## src/rtl/vga_console_writer.sv

```systemverilog
// vga_console_writer
// Byte-stream front end for the 40x30 text display. Accepts bytes over a
// valid/ready handshake, tracks the cursor, interprets CR/LF/BS/FF and
// drives the video-RAM write port, clearing each row as it comes into use.
//
// state      | meaning
// -----------+-------------------------------------------------------------
// CLEARALL   | filling every cell with FILL (after reset or FF)
// IDLE       | accepting bytes from the source
// CLRLINE    | filling the newly entered cursor row with FILL
module vga_console_writer #(
  parameter int         COLS = 40,
  parameter int         ROWS = 30,
  parameter int         AW   = 11,
  parameter logic [7:0] FILL = 8'h20
) (
  input  logic          clk,
  input  logic          reset,
  input  logic [7:0]    in_data,
  input  logic          in_valid,
  output logic          in_ready,
  output logic [AW-1:0] vram_waddr,
  output logic [7:0]    vram_wdata,
  output logic          vram_we,
  output logic [5:0]    cursor_col,
  output logic [4:0]    cursor_row
);

  localparam logic [1:0] S_CLEARALL = 2'd0;
  localparam logic [1:0] S_IDLE     = 2'd1;
  localparam logic [1:0] S_CLRLINE  = 2'd2;

  // The clear down-counter must hold COLS*ROWS, one bit wider than addresses.
  localparam int            CW        = AW + 1;
  localparam logic [CW-1:0] CELLS     = CW'(COLS * ROWS);
  localparam logic [CW-1:0] ROW_CELLS = CW'(COLS);
  localparam logic [AW-1:0] COLS_A    = AW'(COLS);
  localparam logic [5:0]    LAST_COL  = 6'(COLS - 1);
  localparam logic [4:0]    LAST_ROW  = 5'(ROWS - 1);

  logic [1:0]    state;
  logic [AW-1:0] row_base;
  logic [AW-1:0] clr_ptr;
  logic [CW-1:0] clr_left;

  logic          accept;
  logic          is_ignored;
  logic [4:0]    next_row;
  logic [AW-1:0] next_base;
  logic [AW-1:0] cur_addr;

  assign in_ready   = (state == S_IDLE);
  assign accept     = in_valid && in_ready;
  // CR, LF, BS and FF are decoded before this is consulted.
  assign is_ignored = (in_data < 8'h20) || (in_data == 8'h7F);
  // Row advance wraps instead of scrolling; row_base follows without a multiply.
  assign next_row   = (cursor_row == LAST_ROW) ? 5'd0 : cursor_row + 5'd1;
  assign next_base  = (cursor_row == LAST_ROW) ? '0 : row_base + COLS_A;
  assign cur_addr   = row_base + AW'(cursor_col);

  // Sequencer: clear engines, byte interpretation and the registered write port.
  always_ff @(posedge clk or posedge reset) begin
    if (reset) begin
      state      <= S_CLEARALL;
      vram_we    <= 1'b0;
      vram_waddr <= '0;
      vram_wdata <= 8'h00;
      cursor_col <= 6'd0;
      cursor_row <= 5'd0;
      row_base   <= '0;
      clr_ptr    <= '0;
      clr_left   <= CELLS;
    end else begin
      vram_we <= 1'b0;
      case (state)
        S_CLEARALL, S_CLRLINE: begin
          // Ready returns one cycle after the last fill write.
          if (clr_left != '0) begin
            vram_we    <= 1'b1;
            vram_waddr <= clr_ptr;
            vram_wdata <= FILL;
            clr_ptr    <= clr_ptr + AW'(1);
            clr_left   <= clr_left - CW'(1);
          end else begin
            state <= S_IDLE;
          end
        end
        S_IDLE: begin
          if (accept) begin
            case (in_data)
              8'h0D: cursor_col <= 6'd0;
              8'h0A: begin
                // The first fill write goes out on the accept edge itself.
                cursor_col <= 6'd0;
                cursor_row <= next_row;
                row_base   <= next_base;
                vram_we    <= 1'b1;
                vram_waddr <= next_base;
                vram_wdata <= FILL;
                clr_ptr    <= next_base + AW'(1);
                clr_left   <= ROW_CELLS - CW'(1);
                state      <= S_CLRLINE;
              end
              8'h08: begin
                if (cursor_col != 6'd0) begin
                  cursor_col <= cursor_col - 6'd1;
                  vram_we    <= 1'b1;
                  vram_waddr <= cur_addr - AW'(1);
                  vram_wdata <= FILL;
                end
              end
              8'h0C: begin
                cursor_col <= 6'd0;
                cursor_row <= 5'd0;
                row_base   <= '0;
                vram_we    <= 1'b1;
                vram_waddr <= '0;
                vram_wdata <= FILL;
                clr_ptr    <= AW'(1);
                clr_left   <= CELLS - CW'(1);
                state      <= S_CLEARALL;
              end
              default: begin
                if (!is_ignored) begin
                  vram_we    <= 1'b1;
                  vram_waddr <= cur_addr;
                  vram_wdata <= in_data;
                  if (cursor_col == LAST_COL) begin
                    // Char write occupies this edge, so the whole row clear follows.
                    cursor_col <= 6'd0;
                    cursor_row <= next_row;
                    row_base   <= next_base;
                    clr_ptr    <= next_base;
                    clr_left   <= ROW_CELLS;
                    state      <= S_CLRLINE;
                  end else begin
                    cursor_col <= cursor_col + 6'd1;
                  end
                end
              end
            endcase
          end
        end
        default: state <= S_CLEARALL;
      endcase
    end
  end

endmodule
```

## config.mk

```make
export PLATFORM = sky130hd
export DESIGN_NAME = vga_console_writer
export DESIGN_NICKNAME = d
export VERILOG_FILES = /design/src/rtl/vga_console_writer.sv
export SDC_FILE = /design/constraint.sdc
export NUM_CORES = 1
export LEC_CHECK = 0
export CORE_ASPECT_RATIO = 1.75
export CORE_MARGIN = 2
export CORE_UTILIZATION = 59
export DETAILED_ROUTE_END_ITERATION = 8
export PLACE_DENSITY = 0.81
export SYNTH_ARGS = -nofsm -noshare
export SYNTH_HDL_FRONTEND = slang
export SYNTH_SLANG_ARGS = --single-unit
```

## constraint.sdc

```tcl
create_clock -name clk -period 3.54 [get_ports clk]
set_input_delay 0.354 -clock clk [delete_from_list [all_inputs] [get_ports clk]]
set_output_delay 0.354 -clock clk [all_outputs]
set_load 0.02 [all_outputs]
```

==> flow_metrics.tcl <==
set metrics [dict create \
    status "complete, no violations" \
    synth-warning-count 0 \
    detail_route.iter0.violations 491 \
    post_synth_instance_area_um2 5040 \
    period_share_pct 91.6 \
    cts_made_buffers 9 \
    report.final.slew_viol_count 0 \
    cts_tree "built" \
    holdWs_ns 0.470 \
    slew-limit-headroom_pct 32.3 \
    port-buffer-count 42 \
    worst_r2r_startpoint "cursor_col[0]" \
    max_clock_freq_mhz 308 \
    place.gp.congestion 0.958 \
    worstRegToRegCells 8 \
    worstHoldPathCells 2 \
    cts.root.buffer_cell "sky130_fd_sc_hd__clkbuf_16" \
    synth-edff-count 0 \
    synth.avg_cell_area_um2 8.32 \
    vias_cell 6.61 \
    floorplan.die_area_um2 9330 \
    synthTopCellsByArea "sky130_fd_sc_hd__dfrtp_1 31%, sky130_fd_sc_hd__nand2_1 5.3%, sky130_fd_sc_hd__o21ai_0 4.7%" \
    worstPathCellList "ha_1 > fa_1 > a211oi_4 > o21ai_0 > a221o_1 > a211oi_2 > a21oi_1 > or4b_1" \
    grt_overflow_total 0 \
    period_needed_ns 3.24 \
    cts.reportedPaths.clkPinSlew_ns 0.06 \
    number_of_synthesized_register_bits 67 \
    dpl.hpwl_um 10400 \
    clkSinkCount 67 \
    core.rowCount 44 \
    yosys.cell_types.count 85 \
    worstReg2RegEnd "vram_waddr[10]" \
    grt_setup_unrepaired "false" \
    worst_setup_slack_for_register_to_register_paths_ns 0.30 \
    async_reset_ff_share_pct 100 \
    detail-route-antenna-nets 0 \
    crit_end_category "flip-flop" \
    timing.critical_path.from_type "flip-flop" \
    crit_path_max_incr_delay_ns 0.51 \
    i_o_pin_cnt 43 \
    detail_route.first_pass.iterations 7 \
    synth_cells 606 \
    crit_arrival_ns 3.45 \
    cts.htree.levels 3 \
    grt.total_usage_pct 32.6 \
    syn_nets 633 \
    first_global_vias 4701 \
    grt_start_max_net_pins 50 \
    cts_max_path_buffers 2 \
    die_height_um 126 \
    worstPathMaxFanout 9 \
    total_power_mw 4.25 \
    grt_pass1_wl_um 23700 \
    area_growth_pct 15.8 \
    timing.hold.worst.class "reg2reg" \
    detail_route.wl_per_cell_um 19.1 \
    route.detailed.drc 0 \
    antenna_cells_inserted 0 \
    max-cap-violations 0 \
    drive_gt1_share_pct 10.4 \
    final_cells 752 \
    dp.cells 736 \
    hold_end "vram_wdata[7]" \
    required_time_of_the_critical_path_ns 3.75 \
    post-synth-top-area-fraction_pct 31.3 \
    fillers 672 \
    antenna_found_initial 0 \
    worstSetupPathType "reg2reg" \
    final_nets 659 \
    vias 4974 \
    clock_skew_ns 0.00694 \
    min_from "vram_wdata[7]" \
    final-hold-violation-count 0 \
    clock_insertion_delay_worst_skew_ns 0.34 \
    seq_area_frac_synth_pct 33.3 \
    start_util_pct 60.7 \
    max-vdd-ir-drop_mv 0.464 \
    critPathSlowestCell "sky130_fd_sc_hd__or4b_1" \
    drt_wl_total_um 14400 \
    cts_post_setup_buffers_inserted 0 \
    power_dens_cells_nw_per_um2 727 \
    setup_viol_count_final 0 \
    fin_tns_setup_ns 0 \
    dominantRegCellSynth "sky130_fd_sc_hd__dfrtp_1" \
    tightestPinTransition_ns 1.01 \
    leakage_nw 2.36 \
    dieWidth_um 73.9 \
    core_um2 8310 \
    synth_top_cell_by_area "sky130_fd_sc_hd__dfrtp_1" \
]
[stage by stage]
step	area, um^2	util, %	setup WS [ns]
floorplan	5040	-	0.537
global placement	5510	66.3	0.396
detailed placement	5510	66.3	0.344
CTS	5840	70.2	0.266
global route	5840	70.3	0.190
finish	5840	70.3	0.298
[power by group]
part / total (mW) / leakage, nW / switching (mW) / internal (mW)
Sequential: 1.31 / 0.820 / 0.283 / 1.03
Combinational: 1.95 / 1.38 / 1.16 / 0.793
Clock: 0.985 / 0.155 / 0.350 / 0.635
Total: 4.25 / 2.36 / 1.79 / 2.45
[area by class of cell]
cell class / instances / area [um^2] / share of cell area, %
Inverter: 21 / 81.3 / 1.39
Tap cell: 115 / 144 / 2.46
Timing Repair Buffer: 56 / 526 / 9.00
Clock inverter: 6 / 88.8 / 1.52
Multi-Input combinational cell: 477 / 3080 / 52.7
Clock buffer: 10 / 239 / 4.09
Sequential cell: 67 / 1680 / 28.8
[registers in the layout (all words and copies together), names as in the netlist]
signal	flops
clr_ptr	11
cursor_col	6
vram_waddr	11
row_base	11
vram_wdata	8
clr_left	12
vram_we	1
state	2
cursor_row	5
[Yosys cell counts, types with 10 or more instances]
cell / number
sky130_fd_sc_hd__nand2_1: 71
sky130_fd_sc_hd__dfrtp_1: 63
sky130_fd_sc_hd__nor2_1: 48
sky130_fd_sc_hd__o21ai_0: 47
sky130_fd_sc_hd__a21oi_1: 27
sky130_fd_sc_hd__nand3_1: 26
sky130_fd_sc_hd__clkbuf_1: 22
sky130_fd_sc_hd__inv_1: 20
sky130_fd_sc_hd__nor3_1: 16
sky130_fd_sc_hd__ha_1: 15
sky130_fd_sc_hd__buf_2: 13
sky130_fd_sc_hd__nand4_1: 13
sky130_fd_sc_hd__a31oi_1: 12
sky130_fd_sc_hd__xnor2_1: 11
sky130_fd_sc_hd__a211oi_1: 10
sky130_fd_sc_hd__and2_1: 10
sky130_fd_sc_hd__and3_1: 10
[cells by family after synthesis]
group | share of synthesized area (%)
flops | 33.3
mux | 1.46
simple gates | 26.8
fa+ha+maj | 4.12
buf+inv | 5.66
compound gates | 25.3
xor+xnor | 3.30
[worst max-delay path by stage]
stage          cells past startpoint           from             end
6_report                           8  cursor_col[0]  vram_waddr[10]
2_1_floorplan                      8  cursor_col[0]  vram_waddr[10]
5_1_grt                            8  cursor_col[0]   vram_waddr[8]
4_1_cts                            8  cursor_col[0]   vram_waddr[8]
3_5_place_dp                       8  cursor_col[0]   vram_waddr[8]
3_3_place_gp                       8  cursor_col[0]   vram_waddr[8]
[layer usage]
layer | global-route usage, % | routed length (um)
met3 | 6.67 | 950
met5 | 0 | 0
met1 | 41.2 | 5590
met2 | 49.7 | 6930
met4 | 20.6 | 929
[placed cells by master, fill, tap and decap left out, types with 7 or more instances in the layout]
cell	netlist	final
sky130_fd_sc_hd__a21o_1	7	7
sky130_fd_sc_hd__clkbuf_16	0	9
sky130_fd_sc_hd__a211oi_1	10	10
sky130_fd_sc_hd__nor3b_1	7	7
sky130_fd_sc_hd__nand3_1	26	26
sky130_fd_sc_hd__a31oi_1	12	12
sky130_fd_sc_hd__and3_1	10	10
sky130_fd_sc_hd__o21ai_0	47	47
sky130_fd_sc_hd__and2_1	10	10
sky130_fd_sc_hd__nand2_1	71	71
sky130_fd_sc_hd__a21oi_1	27	27
sky130_fd_sc_hd__nor3_1	16	15
sky130_fd_sc_hd__or3_1	8	8
sky130_fd_sc_hd__nand4_1	13	13
sky130_fd_sc_hd__nor2_1	48	48
sky130_fd_sc_hd__inv_1	20	19
sky130_fd_sc_hd__buf_4	3	14
sky130_fd_sc_hd__clkdlybuf4s50_1	0	42
sky130_fd_sc_hd__ha_1	15	15
sky130_fd_sc_hd__xnor2_1	11	11
sky130_fd_sc_hd__dfrtp_1	63	63
sky130_fd_sc_hd__xor2_1	8	8
[repair_timing]
action                     in CTS  in global routing
hold endpoints to repair        0                  0
setup endpoints to repair       0                  1
gates resized for setup         0                  1
hold buffers                    0                  0
[critical path, delay by kind of cell (launching register included)]
kind | cells | cell delay (ns)
and+or+nand+nor | 1 | 0.51
adders and majority gates | 2 | 0.73
AOI/OAI and AO/OA | 5 | 1.39
DFF | 1 | 0.47
(Power assumes the default switching activity.)
